### config.mk
export PLATFORM = sky130hd
export DESIGN_NAME = oam_dma
export DESIGN_NICKNAME = d
export VERILOG_FILES = /design/src/rtl/oam_dma.sv
export SDC_FILE = /design/constraint.sdc
export NUM_CORES = 1
export LEC_CHECK = 0
export BUFFER_PORTS_ARGS = -buffer_cell sky130_fd_sc_hd__clkbuf_2
export CORE_MARGIN = 5
export CORE_UTILIZATION = 49
export CTS_CLUSTER_DIAMETER = 50
export DETAILED_ROUTE_END_ITERATION = 8
export PLACE_DENSITY_LB_ADDON = 0.1
export SKIP_LAST_GASP = 1
export SYNTH_ARGS = -nofsm -noshare
export SYNTH_HDL_FRONTEND = slang
export SYNTH_SLANG_ARGS = --single-unit
### constraint.sdc
create_clock -name phi0 -period 3.3 [get_ports phi0]
set_clock_uncertainty 0.15 [all_clocks]
set_input_delay 0.33 -clock phi0 [delete_from_list [all_inputs] [get_ports phi0]]
set_output_delay 0.33 -clock phi0 [all_outputs]
set_load 0.03 [all_outputs]
### src/rtl/oam_dma.sv
// Sprite DMA: snoops CPU writes to the trigger register, halts the CPU and copies one
// 256-byte page into the OAM data port with alternating read/write bus cycles.
module oam_dma #(
  parameter int unsigned              ADDR_WIDTH    = 16,
  parameter int unsigned              REG_WIDTH     = 8,
  parameter logic [ADDR_WIDTH-1:0]    DMA_REG_ADDR  = 16'h4014,
  parameter logic [ADDR_WIDTH-1:0]    OAM_DATA_ADDR = 16'h2004
) (
  input  logic                  phi0,
  input  logic                  reset,
  input  logic [ADDR_WIDTH-1:0] cpu_addr,
  input  logic [REG_WIDTH-1:0]  cpu_data,
  input  logic                  cpu_rw_n,
  input  logic [REG_WIDTH-1:0]  bus_data_in,
  output logic                  rdy,
  output logic                  bus_en,
  output logic [ADDR_WIDTH-1:0] bus_addr,
  output logic                  bus_rw_n,
  output logic [REG_WIDTH-1:0]  bus_data_out,
  output logic                  dma_active,
  output logic                  done
);

  typedef enum logic [2:0] {
    StIdle,
    StHalt,
    StAlign,
    StRead,
    StWrite,
    StDone
  } state_e;

  state_e               r_state, w_state_d;
  logic [REG_WIDTH-1:0] r_page, w_page_d;
  logic [7:0]           r_idx, w_idx_d;
  logic [REG_WIDTH-1:0] r_data_q, w_data_d;
  logic                 r_parity;

  always_ff @(posedge phi0) begin
    if (reset) begin
      r_state  <= StIdle;
      r_page   <= '0;
      r_idx    <= '0;
      r_data_q <= '0;
      r_parity <= 1'b0;
    end else begin
      r_state  <= w_state_d;
      r_page   <= w_page_d;
      r_idx    <= w_idx_d;
      r_data_q <= w_data_d;
      r_parity <= ~r_parity;
    end
  end

  always_comb begin
    w_state_d = r_state;
    w_page_d  = r_page;
    w_idx_d   = r_idx;
    w_data_d  = r_data_q;
    unique case (r_state)
      StIdle: begin
        if (!cpu_rw_n && (cpu_addr == DMA_REG_ADDR)) begin
          w_page_d  = cpu_data;
          w_idx_d   = '0;
          w_state_d = StHalt;
        end
      end
      StHalt: begin
        // Next cycle's parity is ~r_parity; reads must land on parity 0.
        if (cpu_rw_n) begin
          w_state_d = r_parity ? StRead : StAlign;
        end
      end
      StAlign: w_state_d = StRead;
      StRead: begin
        w_data_d  = bus_data_in;
        w_state_d = StWrite;
      end
      StWrite: begin
        w_idx_d   = r_idx + 8'd1;
        w_state_d = (r_idx == 8'hFF) ? StDone : StRead;
      end
      StDone:  w_state_d = StIdle;
      default: w_state_d = StIdle;
    endcase
  end

  // Moore outputs; bus_data_out simply tracks data_q, which only changes on a READ edge.
  assign bus_data_out = r_data_q;

  always_comb begin
    rdy        = 1'b1;
    bus_en     = 1'b0;
    bus_addr   = '0;
    bus_rw_n   = 1'b1;
    dma_active = 1'b0;
    done       = 1'b0;
    unique case (r_state)
      StIdle: ;
      StHalt, StAlign: begin
        rdy        = 1'b0;
        dma_active = 1'b1;
      end
      StRead: begin
        rdy        = 1'b0;
        dma_active = 1'b1;
        bus_en     = 1'b1;
        bus_addr   = ADDR_WIDTH'({r_page, r_idx});
      end
      StWrite: begin
        rdy        = 1'b0;
        dma_active = 1'b1;
        bus_en     = 1'b1;
        bus_rw_n   = 1'b0;
        bus_addr   = OAM_DATA_ADDR;
      end
      StDone:  done = 1'b1;
      default: ;
    endcase
  end

endmodule

==> Yosys cells after proc, flatten, opt, wreduce, memory -nomap -nowiden <==
Cells that the tools add are included.
{ "op_classes": {"n_eq_ne": 9, "add_sub_neg": 1, "bitwise_logic": 1, "n_mux": 13, "n_reduce_logical": 9} }
{ "ops": {"columns": ["op", "count"], "rows": [
  ["$pmux 16 s2", 1],
  ["$eq 16x15->1 const B", 1],
  ["$pmux 8 s2", 1],
  ["$pmux 3 s5", 1],
  ["$mux 3", 3],
  ["$add 8x1->8 const B", 1],
  ["$eq 8x8->1 const B", 1],
  ["$mux 8", 1],
  ["$eq 3x2->1 const B", 2],
  ["$eq 3x3->1 const B", 2],
  ["$mux 1", 6],
  ["$reduce_and 2->1", 3],
  ["$ne 2x2->1 const B", 2],
  ["$reduce_or 4->1", 1],
  ["$eq 3x1->1 const B", 1],
  ["$logic_not 3->1", 1],
  ["$reduce_bool 2->1", 1],
  ["$reduce_or 2->1", 1],
  ["$logic_and 1x1->1", 1],
  ["$logic_not 1->1", 1],
  ["$not 1->1", 1]
]} }
{ "totals": {"register_bits": 28, "elab_cells": 38, "in_bits": 35} }

==> Logic depth before layout (Yosys ltp) <==
{ "logic_depth": {"ltp_word": 4, "ltp_mapped": 7, "mapped_depth_nobuf": 6} }

==> Least setup slack after synthesis <==
Ideal clock, no wire load.
{ "synth_timing": {"path_kind": "register to output", "from": "reg r_state[0]", "to": "out bus_addr[4]", "arrival_time_ps": 1382, "path_slack_ps": 1438, "n_path_buf": 1, "path_stages_with_launch": 5, "t_required_ps": 2820, "cell_sequence": "dfxtp_1 nand2_1 or2_2 clkbuf_1 nor2_1"} }
{ "synth_between": {"elab_chain_len": 2, "word_cells_on_any_way": 3, "cone_classes": "eq/ne (2); mux (1)"} }
{ "synth_rtl": {"columns": ["item", "line_no", "rtl"], "rows": [
  ["from (decl)", "33", "state_e r_state, w_state_d;"],
  ["from (signal assigned)", "41", "r_state <= StIdle;"],
  ["from (signal assigned)", "47", "r_state <= w_state_d;"],
  ["$eq 3x3->1 / $eq 3x2->1 (equally long branches)", "98", "unique case (r_state)"],
  ["$pmux 16 s2 *", "98", null],
  ["to (decl)", "17", "output logic [ADDR_WIDTH-1:0] bus_addr,"]
]} }
Mark *: on every way between the ends. The rest lies on a longest branch, timed or not.

==> Final worst setup path <==
{ "layout_timing": {"from": "reg r_state[0]", "to": "out bus_addr[6]"} }
Same word-level chain as after synthesis.

==> impl_metrics.env <==
export IMPL_status="complete, no violations"
export IMPL_ant_nets=0
export IMPL_synth_area_leaders="dfxtp_1 (42%), nand2_1 (7.4%), a21oi_1 (6.8%), and2_1 (6.6%), mux2i_1 (6.0%)"
export IMPL_first_iter_violations=47
export IMPL_hold_viol_final=0
export IMPL_drc=0
export IMPL_pre_cts_ws_ps=997
export IMPL_multi_input_area_um2=707
export IMPL_clock_latency_ps=330
export IMPL_synth_top_area_cell="dfxtp_1"
export IMPL_syn_num_nets=199
export IMPL_syn_avg_cell_area_um2=8.12
export IMPL_hold_class="in -> reg"
export IMPL_synth_edf_count=0
export IMPL_synthTopCellsByCount="dfxtp_1 (28), nand2_1 (26), nor2_1 (20), a21oi_1 (18), and2_1 (14)"
export IMPL_hpwl_um=2380
export IMPL_finalWorstSetupSlack_ps=792
export IMPL_fp_dieArea_um2=3840
export IMPL_fin_setup_tns_ps=0
export IMPL_cts_buffers=3
export IMPL_tightestPinTransition_ps=861
export IMPL_layout_drive_gt1_share_pct=32.9
export IMPL_critPathRequiredTime_ps=2820
export IMPL_rr_startpoint="r_state[2]"
export IMPL_reg2reg_slack_ps=1080
export IMPL_clk_pin_slew_ps=150
export IMPL_die_h_um=62.0
export IMPL_maxCapViolations=0
export IMPL_max_freq_mhz=399
export IMPL_initial_core_util_pct=52.5
export IMPL_worstSetupStartpoint="r_state[0]"
export IMPL_power_leakage_nw=0.741
export IMPL_clock_sinks=28
export IMPL_slew_headroom_pct=42.2
export IMPL_synth_ff_type="dfxtp_1"
export IMPL_die_w_um=62.0
export IMPL_grt_pass1_wl_um=4700
export IMPL_crit_arrival_ps=2030
export IMPL_ios=64
export IMPL_coreArea_um2=2520
export IMPL_grt_pass1_vias=1174
export IMPL_cts_root_buf="clkbuf_4"
export IMPL_synthCells=163
export IMPL_worstSetupPathType="reg -> out"
export IMPL_fillers=232
export IMPL_postSynth_asyncResetShare_pct=0
export IMPL_vias=1335
export IMPL_fin_crit_sh_pct=76.0
export IMPL_min_period_ps=2510
export IMPL_cts_tree="built"
export IMPL_hold_depth=3
export IMPL_ys_warn_count=0
export IMPL_wirelength_um=3090
export IMPL_ir_drop_uv=264
export IMPL_cp_slowest_cell="nor2_1"
export IMPL_crit_path_end_kind="primary output"
export IMPL_overflow=0
export IMPL_htree_levels=1
export IMPL_first_pass_iters=4
export IMPL_yosysMostFrequentCell="dfxtp_1"
export IMPL_crit_chain="nand2_1 > nor2_1 > buf_4 > and2_1 > clkbuf_2"
export IMPL_start_kind="flip-flop"
export IMPL_track_usage_pct=16.4
export IMPL_seqCellArea_um2=561
export IMPL_post_cts_buffers=0
export IMPL_yosysSeqAreaShare_pct=42.3
export IMPL_worstPathMaxFanout=13
export IMPL_p_per_area_nw_per_um2=317
export IMPL_finalSetupViolCount=0
export IMPL_whs_ps=49.4
export IMPL_rsz0062_at_grt="no"
export IMPL_io_buffers=63
export IMPL_cts_buffer_depth=2
export IMPL_via_per_inst=5.30
export IMPL_min_from="bus_data_in[0]"
export IMPL_grt_max_degree=30
export IMPL_antenna_found_initial=0
export IMPL_ctsHoldBuffers=0
export IMPL_num_rows=18
export IMPL_final_nets=259
export IMPL_antenna_cells=0
export IMPL_area_growth_pct=26.7
export IMPL_max_stage_delay_ps=490
export IMPL_syn_area_um2=1320
export IMPL_synth_top_area_share_pct=42.3
export IMPL_ys_ff_latch=28
export IMPL_drt_wirelength_per_cell_um=12.3
export IMPL_reg2reg_depth=5
export IMPL_finalMaxSlewViolations=0
export IMPL_ys_types=35
export IMPL_cts_resized=0
export IMPL_place_congestion=0.770
[registers in the layout (all words and copies together), names as in the netlist]
name / count
bus_data_out: 8
r_idx: 8
r_page: 8
r_state: 3
r_parity: 1
[cell usage in the layout (no fill, tap or decap), types with 2 or more instances in the layout]
master and instances:
and2_1 14, o21ai_0 2, xor2_1 2, nor2_1 20, inv_1 2, or3_1 2
clkbuf_4 3, or2_2 2, nor4_1 2, dfxtp_1 28, mux2i_1 8, nor2b_1 2
a21oi_1 18, a311oi_1 2, nand2_1 26, nand3b_1 2, nand3_1 4, nand4_1 3
clkbuf_2 63
[critical path: cells and delay by family, from the launching register on]
| family | cells | cell delay, ps |
|---|---|---|
| flops | 1 | 470 |
| buf+inv | 2 | 490 |
| simple gates | 3 | 740 |
[layout make-up]
type                       count  area share [%]
tap                           30            2.24
sequential                    28            33.4
clock buffer                   4            2.16
multi-input combinational    123            42.1
timing repair buffer          64            19.2
inverter                       3           0.820
[per-layer routing]
metal  share of wire [%]  global-route usage (%)  routed length [um]
met5                   0                       0                   0
met4                 1.6                    7.27                  48
met3                  10                    4.96                 314
met2                  50                    29.7                1530
met1                  39                    17.1                1200
[power breakdown]
group	internal, W	switching (W)
clock	0.0000676	0.0000977
combinational	0.0000164	0.0000114
sequential	0.000339	0.000000402
total	0.000423	0.000109
[stage by stage]
step | util (%) | area [um^2] | cells | total power [W]
after floorplan | - | 1320 | 163 | 0.000354
after global placement | 65.1 | 1640 | 248 | 0.000374
after detailed placement | 65.1 | 1640 | 248 | 0.000375
after CTS | 66.5 | 1680 | 252 | 0.000542
after global routing | 66.5 | 1680 | 252 | 0.000560
final | 66.5 | 1680 | 252 | 0.000532
[kinds of logic after synthesis]
logic type               share of synthesized area [%]
AO/OA/AOI/OAI                                     11.6
XOR/XNOR                                          1.32
AND/OR/NAND/NOR                                   33.5
buffers and inverters                             4.25
flip-flops                                        42.3
adder cells (fa/ha/maj)                          0.945
multiplexers                                      6.05
[final timing paths]
kind / to
setup reg to reg: r_idx[7]
hold reg to reg: r_parity
setup / recovery: bus_addr[6]
hold / removal: bus_data_out[0]
Note: power is estimated with default switching activity, not from simulation.
